<file path="src/rtl/dmem_pkg.sv">
// dmem_pkg: shared types for the data-memory arbiter.
// Owner enum, access-size encodings and the memory request bundle.
package dmem_pkg;

  localparam int unsigned DMEM_DW = 32;

  typedef enum logic [1:0] {
    OWN_NONE = 2'd0,
    OWN_CORE = 2'd1,
    OWN_EXT  = 2'd2
  } owner_t;

  localparam logic [1:0] MT_BYTE = 2'b00;
  localparam logic [1:0] MT_HALF = 2'b01;
  localparam logic [1:0] MT_WORD = 2'b10;

  typedef struct packed {
    logic               we;
    logic [DMEM_DW-1:0] addr;
    logic [DMEM_DW-1:0] wdata;
    logic [1:0]         mtype;
    logic               sign;
  } mem_req_t;

endpackage

</file>
<file path="src/rtl/dmem_arb_stats.sv">
// dmem_arb_stats: free-running stall / ext-transfer counters (wrap mod 2^32).
// In: stall_i, xfer_i per-cycle events; out: stat_core_stall_o, stat_ext_xfer_o.
module dmem_arb_stats
  import dmem_pkg::*;
(
  input  logic        clk,
  input  logic        rst_ni,
  input  logic        stall_i,
  input  logic        xfer_i,
  output logic [31:0] stat_core_stall_o,
  output logic [31:0] stat_ext_xfer_o
);

  logic [31:0] stall_q, stall_d;
  logic [31:0] xfer_q, xfer_d;

  always_comb begin
    stall_d = stall_q;
    xfer_d  = xfer_q;
    if (stall_i) stall_d = stall_q + 32'd1;
    if (xfer_i)  xfer_d  = xfer_q + 32'd1;
  end

  always_ff @(posedge clk or negedge rst_ni) begin
    if (!rst_ni) begin
      stall_q <= '0;
      xfer_q  <= '0;
    end else begin
      stall_q <= stall_d;
      xfer_q  <= xfer_d;
    end
  end

  assign stat_core_stall_o = stall_q;
  assign stat_ext_xfer_o   = xfer_q;

endmodule

</file>
<file path="src/rtl/dmem_arbiter.sv">
// dmem_arbiter: shares the data-memory port between the MEM stage (priority)
// and an ext valid/ready port; core_*, ext_*, mem_* buses; DMEM_ARB_STATS_EN adds stat_*.
module dmem_arbiter
  import dmem_pkg::*;
#(
  parameter int unsigned DATA_WIDTH   = DMEM_DW,
  parameter int unsigned STARVE_LIMIT = 4
) (
  input  logic                  clk,
  input  logic                  rst_ni,
  input  logic                  core_req_i,
  input  logic                  core_we_i,
  input  logic [DATA_WIDTH-1:0] core_addr_i,
  input  logic [DATA_WIDTH-1:0] core_wdata_i,
  input  logic [1:0]            core_type_i,
  input  logic                  core_sign_i,
  output logic [DATA_WIDTH-1:0] core_rdata_o,
  output logic                  core_stall_o,
  input  logic                  ext_valid_i,
  output logic                  ext_ready_o,
  input  logic                  ext_we_i,
  input  logic [DATA_WIDTH-1:0] ext_addr_i,
  input  logic [DATA_WIDTH-1:0] ext_wdata_i,
  input  logic [1:0]            ext_type_i,
  input  logic                  ext_sign_i,
  output logic                  ext_rvalid_o,
  output logic [DATA_WIDTH-1:0] ext_rdata_o,
`ifdef DMEM_ARB_STATS_EN
  output logic [31:0]           stat_core_stall_o,
  output logic [31:0]           stat_ext_xfer_o,
`endif
  output logic                  mem_we_o,
  output logic [DATA_WIDTH-1:0] mem_addr_o,
  output logic [DATA_WIDTH-1:0] mem_wdata_o,
  output logic [1:0]            mem_type_o,
  output logic                  mem_sign_o,
  input  logic [DATA_WIDTH-1:0] mem_rdata_i
);

  localparam int unsigned SW = $clog2(STARVE_LIMIT + 1);
  localparam logic [SW-1:0] LIMIT = SW'(STARVE_LIMIT);

  owner_t                owner_q, owner_d;
  logic [SW-1:0]         starve_q, starve_d;
  logic [DATA_WIDTH-1:0] ext_rdata_q, ext_rdata_d;
  mem_req_t              core_r, ext_r, port_r;
  logic                  grant_ext;

  assign core_r = '{we: core_we_i, addr: core_addr_i,
                    wdata: core_wdata_i, mtype: core_type_i,
                    sign: core_sign_i};
  assign ext_r  = '{we: ext_we_i, addr: ext_addr_i,
                    wdata: ext_wdata_i, mtype: ext_type_i,
                    sign: ext_sign_i};

  // rst_ni gating keeps every handshake quiet while held in reset
  assign grant_ext = rst_ni && ext_valid_i &&
                     (!core_req_i || starve_q == LIMIT);

  // idle cycles leave the core bus on the port
  assign port_r = grant_ext ? ext_r : core_r;

  assign mem_we_o    = rst_ni &&
                       (grant_ext ? ext_r.we : (core_req_i && core_r.we));
  assign mem_addr_o  = port_r.addr;
  assign mem_wdata_o = port_r.wdata;
  assign mem_type_o  = port_r.mtype;
  assign mem_sign_o  = port_r.sign;

  assign core_rdata_o = mem_rdata_i;
  assign core_stall_o = core_req_i && grant_ext;
  assign ext_ready_o  = grant_ext;
  assign ext_rvalid_o = (owner_q == OWN_EXT);
  assign ext_rdata_o  = ext_rdata_q;

  always_comb begin
    owner_d     = OWN_NONE;
    starve_d    = starve_q;
    ext_rdata_d = ext_rdata_q;
    unique case (1'b1)
      grant_ext:               owner_d = OWN_EXT;
      !grant_ext & core_req_i: owner_d = OWN_CORE;
      default:                 owner_d = OWN_NONE;
    endcase
    if (!ext_valid_i || grant_ext) begin
      starve_d = '0;
    end else if (core_req_i && starve_q != LIMIT) begin
      starve_d = starve_q + 1'b1;
    end
    if (grant_ext && !ext_we_i) ext_rdata_d = mem_rdata_i;
  end

  always_ff @(posedge clk or negedge rst_ni) begin
    if (!rst_ni) begin
      owner_q     <= OWN_NONE;
      starve_q    <= '0;
      ext_rdata_q <= '0;
    end else begin
      owner_q     <= owner_d;
      starve_q    <= starve_d;
      ext_rdata_q <= ext_rdata_d;
    end
  end

`ifdef DMEM_ARB_STATS_EN
  dmem_arb_stats u_stats (
    .clk               (clk),
    .rst_ni            (rst_ni),
    .stall_i           (core_stall_o),
    .xfer_i            (grant_ext),
    .stat_core_stall_o (stat_core_stall_o),
    .stat_ext_xfer_o   (stat_ext_xfer_o)
  );
`endif

endmodule

</file>
<file path="config.mk">
export PLATFORM = sky130hd
export DESIGN_NAME = dmem_arbiter
export DESIGN_NICKNAME = d
export VERILOG_FILES = /design/src/rtl/dmem_pkg.sv /design/src/rtl/dmem_arb_stats.sv /design/src/rtl/dmem_arbiter.sv
export SDC_FILE = /design/constraint.sdc
export NUM_CORES = 1
export LEC_CHECK = 0
export BUFFER_PORTS_ARGS = -buffer_cell sky130_fd_sc_hd__buf_4
export CAP_MARGIN = 20
export CORE_AREA = 2 2 120 122
export CTS_BUF_LIST = sky130_fd_sc_hd__clkbuf_2
export DETAILED_ROUTE_END_ITERATION = 7
export DIE_AREA = 0 0 122 124
export PLACE_DENSITY_LB_ADDON = 0.08
export SETUP_SLACK_MARGIN = 0.3
export SLEW_MARGIN = 20
export SYNTH_ARGS = -nofsm -noshare
export SYNTH_HDL_FRONTEND = slang
export SYNTH_SLANG_ARGS = --single-unit
export TNS_END_PERCENT = 50
</file>
<file path="constraint.sdc">
create_clock -name clk -period 4.3 [get_ports clk]
set_input_delay 1.29 -clock clk [delete_from_list [all_inputs] [get_ports clk]]
set_output_delay 1.29 -clock clk [all_outputs]
set_load 0.05 [all_outputs]
</file>
# Word-level counts from Yosys, hierarchy flattened
# Index checks and enable logic that the tools add are counted.
# word_totals
mem_count,0
latchBits,0
romBits,0
in_bits,172
mem_bits_rw,0
elab_cells,27
out_inout_bits,135
regBits,37
# classes
n_eq_ne,3
n_reduce_logical,14
bitwise_logic,1
n_mul,0
add_sub_neg,1
div_mod_pow,0
n_shift,0
muxes,5
order_cmp,0
# ops
cell,count
67-bit 2-to-1 mux,1
1-bit logical AND,7
3-bit 2-to-1 mux,2
1-bit logical NOT,4
2-bit case mux with 2 select lines,1
"3-bit by 1-bit adder with 3-bit output, second input constant",1
"3-bit == test, second input constant",1
"3-bit inequality test, second input constant",1
"2-bit == test, second input constant",1
1-bit logical OR,2
2-bit nonzero test,1
1-bit bitwise AND,1
1-bit 2-to-1 mux,1

# Logic depth before layout (Yosys ltp)
# Gate-level depths: netlist of run 1.
# logic_depth
depth_word,6
ltp_mapped,6
depth_no_buf,5

# Least setup slack after synthesis of run 1
# Ideal clock, no wire load.
# synth_timing
path_type,in2out
start,input port core_req_i
end,output port mem_we_o
path_stages,3
arrival_time_ns,2.749
setup_slack_ns,0.261
n_path_buf,0
required_time_ns,3.010
path_cell_list,a21boi_4 > nand3b_1 > a21boi_0
# synth_via
elab_chain_len,5
word_cells_on_any_way,6
classes_between,1 x mux; 5 x reduce/logical
# synth_rtl
element,line_no,rtl
"start, declared",dmem_arbiter.sv:11,"input logic core_req_i,"
1-bit logical NOT,dmem_arbiter.sv:58,(!core_req_i || starve_q == LIMIT);
1-bit logical OR,dmem_arbiter.sv:58,
1-bit logical AND,dmem_arbiter.sv:57,assign grant_ext = rst_ni && ext_valid_i &&
1-bit 2-to-1 mux *,dmem_arbiter.sv:64,(grant_ext ? ext_r.we : (core_req_i && core_r.we));
1-bit logical AND *,dmem_arbiter.sv:63,assign mem_we_o = rst_ni &&
"end, declared",dmem_arbiter.sv:32,"output logic mem_we_o,"
# Mark *: on every way between the ends. The rest lies on a longest branch, timed or not.

# Final worst setup path of run 1
# layout_timing
start,input port core_req_i
end,output port mem_addr_o[28]
# layout_via
elab_chain_len,4
# layout_rtl
element,line_no,rtl
1-bit logical NOT,dmem_arbiter.sv:58,
1-bit logical OR,dmem_arbiter.sv:58,
1-bit logical AND,dmem_arbiter.sv:57,
67-bit 2-to-1 mux,dmem_arbiter.sv:61,assign port_r = grant_ext ? ext_r : core_r;
"end, declared",dmem_arbiter.sv:33,"output logic [DATA_WIDTH-1:0] mem_addr_o,"
# No other way between the ends.

==> reports/qor.json, run 1 <==
{
  "layout": {
    "areaGrowthSynthToFinish_pct": 89.5,
    "drive_gt1_share_pct": 87.7,
    "n_antenna_cell": 0,
    "most-common-layout-cells": "308 x sky130_fd_sc_hd__buf_4, 97 x sky130_fd_sc_hd__mux2_2, 37 x sky130_fd_sc_hd__dfrtp_1",
    "final_nets": 654,
    "mostFrequentLayoutCell": "sky130_fd_sc_hd__buf_4"
  },
  "floorplanning": {
    "num_rows": 43,
    "num_io_pins": 307,
    "fp.dieW_um": 122,
    "initial_core_util_pct": 19.0,
    "fp.dieArea_um2": 15100,
    "die-height_um": 124,
    "core_um2": 13700
  },
  "sta": {
    "final_min_period_over_clock_period_pct": 93.2,
    "relSlewSlack_pct": 65.6,
    "timing.final.max_slew_violations": 0,
    "fmaxAchievable_mhz": 250,
    "worst_slew_pin_slew_ns": 0.515,
    "finalHoldWorstSlack_ns": 0.531,
    "report.final.setup_viol": 0,
    "post-route-min-period_ns": 4.01,
    "final_hold_viol_count": 0,
    "maximum_clock_skew_at_final_layout_ns": 0.0244,
    "grt_setup_unrepaired": "yes",
    "timing.setup.tns_ns": 0
  },
  "placed_design": {
    "hpwlAfterDp_mm": 9.11,
    "gp_congestion": 0.820,
    "port_buffers": 306
  },
  "synth": {
    "netlist-cell-type-count": 25,
    "ys_warn_count": 0,
    "yosys-top-cells-area": "sky130_fd_sc_hd__mux2_2 42%, sky130_fd_sc_hd__dfrtp_1 36%, sky130_fd_sc_hd__buf_4 9.2%",
    "synth_sequential_area_ratio_pct": 35.5,
    "synth.avg_cell_area_um2": 12.7,
    "syn_inst": 205,
    "syn-num-nets": 379,
    "synthDominantCellAreaShare_pct": 41.9,
    "yosysTopAreaCell": "sky130_fd_sc_hd__mux2_2",
    "syn_area_um2": 2600,
    "number_of_flip_flops_and_latches_in_the_synthesized_netlist": 37
  },
  "critical_path": {
    "critical_path.reg2reg.startpoint": "starve_q[0]$_DFFE_PN0P_",
    "cp.required_ns": 3.01,
    "r2r.worst_path.cells": 6,
    "criticalPathCategory": "in2out",
    "critical_path.endpoint_type": "primary output",
    "worst_path_largest_cell_delay_ns": 0.37,
    "critical_path.top_delay_family": "buffers and inverters",
    "critical_path.slowest_cell": "sky130_fd_sc_hd__bufbuf_16",
    "worst_path_most_repeated_cell": "sky130_fd_sc_hd__buf_4",
    "worstPathCellList": "buf_4 -> a21boi_4 -> nor2_4 -> bufbuf_16 -> mux2_2 -> buf_4",
    "worst-r2r-setup-slack_ns": 2.10,
    "timing.critical_path.arrival_ns": 2.72,
    "worstPathMaxFanout": 35,
    "reg2reg_to": "ext_rdata_o[24]$_DFFE_PN0P_",
    "cp_num_buf_inv": 3,
    "timing.critical_path.from_type": "primary input"
  },
  "drt": {
    "route.antenna.remaining_nets": 0,
    "finalWirelength_mm": 10.7,
    "wl_met1_mm": 3.65,
    "dr_wl_met3_mm": 1.20,
    "drc": 0,
    "routed_via_density": 3.95,
    "drt-wirelength-per-cell_um": 16.1,
    "maxUsedRoutingLayer": "met4",
    "drt-initial-drc-count": 26,
    "detailroute.via_count": 2613,
    "route.met2.wl_mm": 5.74,
    "drt_first_pass_iters": 4
  },
  "clock_tree": {
    "cts_made_buffers": 5,
    "clock-root-buffer": "sky130_fd_sc_hd__clkbuf_2",
    "clkSinkCount": 37,
    "cts_tree": "built",
    "clk-insertion-delay-late_ns": 0.38,
    "clk_pin_slew_ns": 0.19,
    "cts-htree-levels": 2,
    "post_cts.repair.setup_buffers": 0,
    "cts_resized": 0,
    "max-clock-path-buffers": 2,
    "cts_hold_buf": 0
  },
  "power": {
    "cellPowerDensity_nw_per_um2": 347,
    "power_leakage_nw": 2.46,
    "power.ir.vdd_worst_mv": 0.151
  },
  "min_path": {
    "worst_hold_class": "reg2reg",
    "hold_path.startpoint": "ext_rdata_o[24]$_DFFE_PN0P_",
    "hold_path_depth": 1,
    "worstHoldEndpoint": "ext_rdata_o[24]$_DFFE_PN0P_"
  },
  "global_route": {
    "grt_first_pass_wirelength_mm": 14.6,
    "grt_start_max_net_pins": 42,
    "grt_pass1_vias": 2682,
    "antenna_found_initial": 0,
    "globalRouteOverflowTotal": 0,
    "grt_util_all_layers_pct": 13.0
  },
  "flow_run": {
    "number_of_maximum_capacitance_constraint_violations": 0
  },
  "run_status": {
    "outcome": "complete, no violations"
  }
}
-- cells by family after synthesis --
kind of cell               after synthesis  synth area share, %
DFF                                     37                 35.5
buffers and inverters                   44                 13.8
muxes                                  100                 43.5
adders and majority gates                2                0.960
AOI/OAI and AO/OA                        5                 1.78
and+or+nand+nor                         17                 4.42
-- layer usage --
metal / GRT usage (%) / vias up
li1: - / 1243
met1: 13.0 / 1205
met2: 25.3 / 161
met3: 4.99 / 4
met4: 2.95 / 0
met5: 0 / -
-- cell usage after synthesis --
cell,instances
sky130_fd_sc_hd__or2b_1,1
sky130_fd_sc_hd__mux2i_1,1
sky130_fd_sc_hd__nand3b_1,1
sky130_fd_sc_hd__a21boi_0,2
sky130_fd_sc_hd__nor3_4,1
sky130_fd_sc_hd__o21ai_0,1
sky130_fd_sc_hd__nand3_1,2
sky130_fd_sc_hd__nor2_1,1
sky130_fd_sc_hd__and2_1,1
sky130_fd_sc_hd__mux2_2,97
sky130_fd_sc_hd__nand4b_1,1
sky130_fd_sc_hd__nor3_1,1
sky130_fd_sc_hd__o21a_1,1
sky130_fd_sc_hd__nand2_1,3
sky130_fd_sc_hd__a21boi_4,1
sky130_fd_sc_hd__nor2b_1,2
sky130_fd_sc_hd__or3_2,1
sky130_fd_sc_hd__buf_6,10
sky130_fd_sc_hd__and2_2,1
sky130_fd_sc_hd__inv_1,2
sky130_fd_sc_hd__mux2_4,2
sky130_fd_sc_hd__dfrtp_1,37
sky130_fd_sc_hd__buf_4,32
sky130_fd_sc_hd__ha_1,2
sky130_fd_sc_hd__nor2_4,1
-- power breakdown --
part | internal (mW) | leakage, nW | switching (mW)
Clock | 0.159 | 0.0536 | 0.124
Sequential | 0.417 | 0.450 | 0.0320
Combinational | 0.366 | 1.95 | 0.617
-- flip-flops by register name (all words and copies together) (netlist names) --
signal,count
ext_rdata_o,32
owner_q,2
starve_q,3
-- metrics by stage --
step	area (um^2)	util, %	power, mW	worst slack [ns]	instances
finish	4940	36.0	1.71	0.293	661
global route	4940	36.0	1.80	0.223	661
CTS	4940	36.0	1.74	0.276	661
detailed placement	4810	35.1	1.45	0.251	652
global placement	4810	35.1	1.44	0.260	652
floorplan	2610	-	1.09	0.621	205
-- how the worst max path moves through the flow --
stage / start / to / cells after the start
floorplan: core_req_i / mem_addr_o[24] / 4
global placement: core_req_i / mem_wdata_o[21] / 6
detailed placement: core_req_i / mem_wdata_o[21] / 6
CTS: core_req_i / mem_addr_o[28] / 6
global route: core_req_i / mem_addr_o[6] / 6
finish: core_req_i / mem_addr_o[28] / 6
-- timing repair --
item,in CTS,in global routing
hold endpoints to repair,0,0
endpoints found under the setup margin,3,34
cloned,1,0
-- worst register-to-register path, cell delays in order (launching register included) --
cell and delay (ns):
sky130_fd_sc_hd__dfrtp_1 0.42, sky130_fd_sc_hd__inv_1 0.09, sky130_fd_sc_hd__ha_1 0.26, sky130_fd_sc_hd__a21boi_4 0.13, sky130_fd_sc_hd__nor3_4 0.42, sky130_fd_sc_hd__buf_4 0.41
sky130_fd_sc_hd__mux2_2 0.39
-- layout make-up --
type,count,area [um^2]
clock buffers,5,25.0
clock inverters,3,68.8
fillers,1393,8780
inverters,2,7.51
multi-input cells,124,1320
flip-flops and latches,37,926
well taps,180,225
repair buffers,310,2360
(Power assumes the default switching activity.)
==> run 2: changes to the inputs <==
ABC_AREA = 1   (was not set)
BUFFER_PORTS_ARGS = not set   (was -buffer_cell sky130_fd_sc_hd__buf_4)
CORE_AREA = 2 2 119 121   (was 2 2 120 122)
DIE_AREA = 0 0 121 123   (was 0 0 122 124)
DONT_BUFFER_PORTS = 1   (was not set)
==> run 2 against run 1 <==
  * Clock power decreased by 43%
  * Power decreased by 19%
  * Sequential share of layout area increased by 4.3 points
  * Sequential cell count unchanged
  * Critical path depth increased by 2
  * Die area decreased by 1.6%
  * Combinational power decreased by 42%
  * Largest power group is now sequential cells
==> reports/qor.json, run 2 <==
{
  "floorplanning": {
    "num_io_pins": 307,
    "fp.dieArea_um2": 14900,
    "core_um2": 13600,
    "num_rows": 43,
    "initial_core_util_pct": 19.7,
    "die-height_um": 123,
    "fp.dieW_um": 121
  },
  "synth": {
    "synth.avg_cell_area_um2": 6.25,
    "syn_inst": 430,
    "ys_top_cells_by_count": "275 x sky130_fd_sc_hd__nand2_1, 37 x sky130_fd_sc_hd__dfrtp_1, 35 x sky130_fd_sc_hd__nand4_1",
    "synthArstFlopShare_pct": 100,
    "synth_enable_flop_cells": 0,
    "ys_warn_count": 0,
    "syn-num-nets": 604,
    "syn_area_um2": 2690,
    "dominantRegCellSynth": "sky130_fd_sc_hd__dfrtp_1",
    "yosysTopAreaCell": "sky130_fd_sc_hd__nand2_1",
    "synth_sequential_area_ratio_pct": 34.5,
    "number_of_flip_flops_and_latches_in_the_synthesized_netlist": 37,
    "synthDominantCellAreaShare_pct": 38.4,
    "yosys-top-cells-area": "sky130_fd_sc_hd__nand2_1 38%, sky130_fd_sc_hd__dfrtp_1 34%, sky130_fd_sc_hd__buf_4 9.2%",
    "yosysMostFrequentCell": "sky130_fd_sc_hd__nand2_1",
    "netlist-cell-type-count": 15
  },
  "clock_tree": {
    "cts_hold_buf": 0,
    "max-clock-path-buffers": 2,
    "post_cts.repair.setup_buffers": 0,
    "cts_resized": 0,
    "cts_tree": "built",
    "clkSinkCount": 37,
    "clk-insertion-delay-late_ns": 0.37,
    "clock-root-buffer": "sky130_fd_sc_hd__clkbuf_2",
    "cts_made_buffers": 5,
    "clk_pin_slew_ns": 0.21,
    "cts-htree-levels": 2
  },
  "drt": {
    "route.antenna.remaining_nets": 0,
    "drt-initial-drc-count": 90,
    "drt_first_pass_iters": 4,
    "drt-wirelength-per-cell_um": 17.4,
    "detailroute.via_count": 2751,
    "drc": 0,
    "finalWirelength_mm": 11.1,
    "routed_via_density": 4.31
  },
  "critical_path": {
    "criticalPathCategory": "in2out",
    "timing.critical_path.arrival_ns": 2.50,
    "worst-r2r-setup-slack_ns": 2.36,
    "timing.critical_path.from_type": "primary input",
    "r2r.worst_path.cells": 9,
    "worstPathMaxFanout": 40,
    "crit_end": "mem_addr_o[23]",
    "cp_num_buf_inv": 4,
    "critical_path.slowest_cell": "sky130_fd_sc_hd__buf_4",
    "critical_path.top_delay_family": "buffers and inverters",
    "instance_count_on_the_critical_path": 8,
    "critical_path.endpoint_type": "primary output",
    "critPathLaunch": "rst_ni",
    "worstPathCellList": "nand2_1 -> inv_2 -> nand2_4 -> inv_2 -> buf_4 -> nand2_1 -> nand2_1 -> buf_12",
    "cp.required_ns": 3.01,
    "critical_path.reg2reg.startpoint": "starve_q[0]$_DFFE_PN0P_",
    "reg2reg_to": "ext_rdata_o[7]$_DFFE_PN0P_",
    "worst_path_largest_cell_delay_ns": 0.34,
    "worst_path_most_repeated_cell": "sky130_fd_sc_hd__nand2_1"
  },
  "global_route": {
    "globalRouteOverflowTotal": 0,
    "grt_first_pass_wirelength_mm": 15.8,
    "grt_util_all_layers_pct": 13.9,
    "grt_start_max_net_pins": 70,
    "grt_pass1_vias": 2703,
    "antenna_found_initial": 2
  },
  "layout": {
    "largest_reg_flops": 32,
    "drive_gt1_share_pct": 19.7,
    "final_nets": 630,
    "most-common-layout-cells": "275 x sky130_fd_sc_hd__nand2_1, 68 x sky130_fd_sc_hd__buf_12, 37 x sky130_fd_sc_hd__dfrtp_1",
    "mostFrequentLayoutCell": "sky130_fd_sc_hd__nand2_1",
    "areaGrowthSynthToFinish_pct": 49.1
  },
  "placed_design": {
    "port_buffers": 0,
    "worst_slack_after_detailed_placement_ns": 0.505,
    "hpwlAfterDp_mm": 9.14,
    "gp_congestion": 0.736
  },
  "sta": {
    "report.final.setup_viol": 0,
    "relSlewSlack_pct": 32.9,
    "final_min_period_over_clock_period_pct": 88.1,
    "final_hold_viol_count": 0,
    "timing.final.max_slew_violations": 0,
    "maximum_clock_skew_at_final_layout_ns": 0.0229,
    "grt_setup_unrepaired": "no",
    "post-route-min-period_ns": 3.79,
    "final.setup.worst_slack_ns": 0.512,
    "timing.setup.tns_ns": 0,
    "fmaxAchievable_mhz": 264,
    "worst_slew_pin_slew_ns": 1.00
  },
  "power": {
    "cellPowerDensity_nw_per_um2": 345,
    "power_leakage_nw": 2.15,
    "power.ir.vdd_worst_mv": 0.0978
  },
  "run_status": {
    "outcome": "complete, no violations"
  },
  "flow_run": {
    "number_of_maximum_capacitance_constraint_violations": 0
  },
  "min_path": {
    "worst_hold_class": "in2async"
  }
}
[run 2: cell type report]
| type | count | area (um^2) |
|---|---|---|
| Sequential cell | 37 | 926 |
| Tap cell | 180 | 225 |
| Clock inverter | 2 | 10.0 |
| Fill cell | 1431 | 9600 |
| Clock buffer | 6 | 30.0 |
| Timing Repair Buffer | 78 | 1440 |
| Antenna cell | 1 | 2.50 |
| Multi-Input combinational cell | 323 | 1340 |
| Inverter | 11 | 41.3 |
[run 2: kinds of logic (layout without fill, tap and decap cells)]
kind of cell    after synthesis  count (layout)  synth area share (%)
compound gates                1               1                 0.186
fa+ha+maj                     2               2                 0.931
buf+inv                      70              97                  15.8
flops                        37              37                  34.5
other cells                   0               1                     0
simple gates                320             320                  48.6
[run 2: worst reg2reg max path: stages, from the launching register on]
cell                      delay (ns)
sky130_fd_sc_hd__dfrtp_1        0.44
sky130_fd_sc_hd__inv_1          0.08
sky130_fd_sc_hd__ha_1           0.15
sky130_fd_sc_hd__nand2_1        0.08
sky130_fd_sc_hd__nand2_1        0.13
sky130_fd_sc_hd__buf_4          0.38
sky130_fd_sc_hd__nand3_2        0.13
sky130_fd_sc_hd__buf_4          0.27
sky130_fd_sc_hd__nand2_1        0.12
sky130_fd_sc_hd__nand2_1        0.06
[run 2: how the worst min path moves through the flow]
stage          slack [ns]                    endpoint                    start  cells after the start
6_report             0.57  ext_rdata_o[3]$_DFFE_PN0P_                   rst_ni                      0
5_1_grt              0.50  ext_rdata_o[3]$_DFFE_PN0P_                   rst_ni                      0
4_1_cts              0.53  ext_rdata_o[6]$_DFFE_PN0P_                   rst_ni                      0
3_5_place_dp         0.55     starve_q[0]$_DFFE_PN0P_  starve_q[0]$_DFFE_PN0P_                      2
3_3_place_gp         0.53     starve_q[1]$_DFFE_PN0P_  starve_q[1]$_DFFE_PN0P_                      2
2_1_floorplan        0.51     starve_q[1]$_DFFE_PN0P_  starve_q[1]$_DFFE_PN0P_                      2
[run 2: layer usage]
metal	routed length, um	GRT usage, %	share of wire [%]	vias to the layer above
li1	-	-	-	1350
met1	3960	15.2	36	1240
met2	5930	26.2	54	149
met3	1090	4.43	9.8	10
met4	78	2.76	0.70	2
met5	16	0	0.14	-
[run 2: report_power, final]
part,leakage (nW),internal (mW),total [mW],switching [mW]
logic,1.65,0.237,0.569,0.332
registers,0.468,0.404,0.656,0.252
clock network,0.0327,0.0411,0.160,0.119
[run 2: per-stage QoR]
step | cell area (um^2) | cells | utilization (%) | total power, mW | hold WS [ns]
floorplan | 2690 | 430 | - | 1.04 | 0.509
global placement | 3970 | 629 | 29.1 | 1.24 | 0.533
detailed placement | 3970 | 629 | 29.1 | 1.24 | 0.554
CTS | 4010 | 637 | 29.4 | 1.41 | 0.526
global route | 4010 | 638 | 29.4 | 1.45 | 0.503
finish | 4010 | 638 | 29.4 | 1.38 | 0.575
==> run 3: changes to the inputs <==
CELL_PAD_IN_SITES_DETAIL_PLACEMENT = 1   (was not set)
CELL_PAD_IN_SITES_GLOBAL_PLACEMENT = 2   (was not set)
CORE_AREA = 2 2 120 122   (was 2 2 119 121)
DIE_AREA = 0 0 122 124   (was 0 0 121 123)
==> run 3 against run 2 <==
  * Clock power decreased by 6%
  * Die area grew 1.6%
  * Sequential cell count did not move
  * Wire length grew 4.9%
  * Sequential power about the same
  * Sequential share of layout area about the same
  * Combinational power is essentially flat
  * Non-clock buffer count decreased by 1
  * Cell area about the same
  * Global-route usage increased by 0.83 points
  * Utilization shrank 0.24 points
  * Largest cell class unchanged
  * Highest routed layer is now met4
==> reports/qor.json, run 3 (same netlist as run 2, synthesis figures left out) <==
{
  "run_status": {
    "outcome": "complete, no violations"
  },
  "sta": {
    "report.final.setup_viol": 0,
    "fmaxAchievable_mhz": 264,
    "final_min_period_over_clock_period_pct": 88.0,
    "grt_setup_unrepaired": "no",
    "post-route-min-period_ns": 3.78,
    "worst_slew_pin_slew_ns": 0.962,
    "relSlewSlack_pct": 35.6,
    "timing.setup.tns_ns": 0,
    "final.setup.worst_slack_ns": 0.515,
    "timing.final.max_slew_violations": 0,
    "maximum_clock_skew_at_final_layout_ns": 0.00639,
    "final_hold_viol_count": 0
  },
  "critical_path": {
    "worst_path_most_repeated_cell": "sky130_fd_sc_hd__nand2_1",
    "timing.critical_path.from_type": "primary input",
    "critical_path.slowest_cell": "sky130_fd_sc_hd__buf_4",
    "worstPathCellList": "nand2_1 -> inv_2 -> nand2_4 -> buf_4 -> nand2_1 -> nand2_1 -> buf_12",
    "critPathLaunch": "rst_ni",
    "cp.required_ns": 3.01,
    "timing.critical_path.arrival_ns": 2.49,
    "worst_path_largest_cell_delay_ns": 0.54,
    "crit_end": "mem_addr_o[28]",
    "critical_path.reg2reg.startpoint": "starve_q[0]$_DFFE_PN0P_",
    "worst-r2r-setup-slack_ns": 2.39,
    "reg2reg_to": "ext_rdata_o[21]$_DFFE_PN0P_",
    "criticalPathCategory": "in2out",
    "worstPathMaxFanout": 69,
    "r2r.worst_path.cells": 9,
    "critical_path.endpoint_type": "primary output"
  },
  "clock_tree": {
    "clk-insertion-delay-late_ns": 0.38,
    "cts_resized": 0,
    "cts-htree-levels": 2,
    "cts_hold_buf": 0,
    "cts_tree": "built",
    "max-clock-path-buffers": 2,
    "clock-root-buffer": "sky130_fd_sc_hd__clkbuf_2",
    "cts_made_buffers": 5,
    "clk_pin_slew_ns": 0.18,
    "clkSinkCount": 37,
    "post_cts.repair.setup_buffers": 0
  },
  "floorplanning": {
    "num_io_pins": 307,
    "fp.dieArea_um2": 15100,
    "initial_core_util_pct": 19.6,
    "num_rows": 43,
    "die-height_um": 124,
    "fp.dieW_um": 122,
    "core_um2": 13700
  },
  "layout": {
    "layout.filler_cells": 1654,
    "mostFrequentLayoutCell": "sky130_fd_sc_hd__nand2_1",
    "most-common-layout-cells": "275 x sky130_fd_sc_hd__nand2_1, 69 x sky130_fd_sc_hd__buf_12, 37 x sky130_fd_sc_hd__dfrtp_1",
    "drive_gt1_share_pct": 19.1,
    "final_nets": 629,
    "areaGrowthSynthToFinish_pct": 49.1,
    "largest_reg_flops": 32
  },
  "placed_design": {
    "gp_congestion": 0.757,
    "port_buffers": 0,
    "worst_slack_after_detailed_placement_ns": 0.502,
    "hpwlAfterDp_mm": 9.56
  },
  "drt": {
    "detailroute.via_count": 2804,
    "route.antenna.remaining_nets": 0,
    "routed_via_density": 4.41,
    "finalWirelength_mm": 11.6,
    "drt-initial-drc-count": 79,
    "drt_first_pass_iters": 4,
    "drt-wirelength-per-cell_um": 18.3,
    "drc": 0
  },
  "power": {
    "netSwitchingFraction_pct": 50.6,
    "power_leakage_nw": 2.14,
    "power_report.internal_total_mw": 0.679,
    "cellPowerDensity_nw_per_um2": 343,
    "power.switching_mw": 0.696,
    "clockPowerShare_pct": 10.9,
    "comb_power_share_pct": 41.2,
    "power.ir.vdd_worst_mv": 0.0757,
    "power_frac_seq_pct": 47.8
  },
  "global_route": {
    "grt_start_max_net_pins": 70,
    "grt_first_pass_wirelength_mm": 17.2,
    "globalRouteOverflowTotal": 0,
    "grt_util_all_layers_pct": 14.7,
    "antenna_found_initial": 1,
    "grt_pass1_vias": 2917
  },
  "min_path": {
    "worst_hold_class": "in2async"
  },
  "flow_run": {
    "number_of_maximum_capacitance_constraint_violations": 0
  }
}
-- run 3: cell types whose count changed in the layout (fill, tap and decap cells not counted), sizes merged --
cell    change
clkinv      -1
buf         -1
-- run 3: per-layer routing --
| metal | global-route usage (%) | up-vias | part of all wire, % |
|---|---|---|---|
| met5 | 0 | - | 0 |
| met4 | 3.45 | 0 | 0.89 |
| met3 | 5.17 | 6 | 10 |
| met2 | 28.7 | 154 | 56 |
| met1 | 14.9 | 1294 | 33 |
| li1 | - | 1350 | - |
-- run 3: critical path, delay by kind of cell --
family        cells  cell delay, ns
buf+inv           3            0.74
simple gates      4            0.41
-- run 3: final cells by class --
| type | instances | area, um^2 | share of cell area [%] |
|---|---|---|---|
| antenna | 1 | 2.50 | 0.0625 |
| clock buffer | 6 | 30.0 | 0.750 |
| clock inverter | 1 | 3.75 | 0.0937 |
| inverter | 11 | 41.3 | 1.03 |
| multi-input combinational | 323 | 1340 | 33.4 |
| sequential | 37 | 926 | 23.1 |
| tap | 180 | 225 | 5.62 |
| timing repair buffer | 77 | 1440 | 36.0 |
-- run 3: how the worst min path moves through the flow --
stage,start,depth (start not counted),end
6_report,rst_ni,0,ext_rdata_o[11]$_DFFE_PN0P_
3_3_place_gp,starve_q[1]$_DFFE_PN0P_,2,starve_q[1]$_DFFE_PN0P_
3_5_place_dp,starve_q[0]$_DFFE_PN0P_,2,starve_q[0]$_DFFE_PN0P_
5_1_grt,rst_ni,0,ext_rdata_o[11]$_DFFE_PN0P_
4_1_cts,rst_ni,0,starve_q[0]$_DFFE_PN0P_
2_1_floorplan,starve_q[1]$_DFFE_PN0P_,2,starve_q[1]$_DFFE_PN0P_
-- run 3: power groups by stage --
| stage | Sequential, mW | Combinational, mW | Clock, mW |
|---|---|---|---|
| 2_1_floorplan | 0.651 | 0.387 | 0 |
| 3_3_place_gp | 0.668 | 0.572 | 0 |
| 3_5_place_dp | 0.668 | 0.577 | 0 |
| 4_1_cts | 0.661 | 0.577 | 0.167 |
| 5_1_grt | 0.666 | 0.603 | 0.173 |
| 6_report | 0.658 | 0.567 | 0.151 |
-- run 3: per-stage QoR --
step	utilization [%]	hold WS, ns	instance area (um^2)	power (mW)	instances
after floorplan	-	0.509	2690	1.04	430
after global placement	28.9	0.544	3970	1.24	628
after detailed placement	28.9	0.562	3970	1.24	628
after CTS	29.2	0.515	4000	1.40	635
after global routing	29.2	0.500	4010	1.44	636
final	29.2	0.567	4010	1.38	636
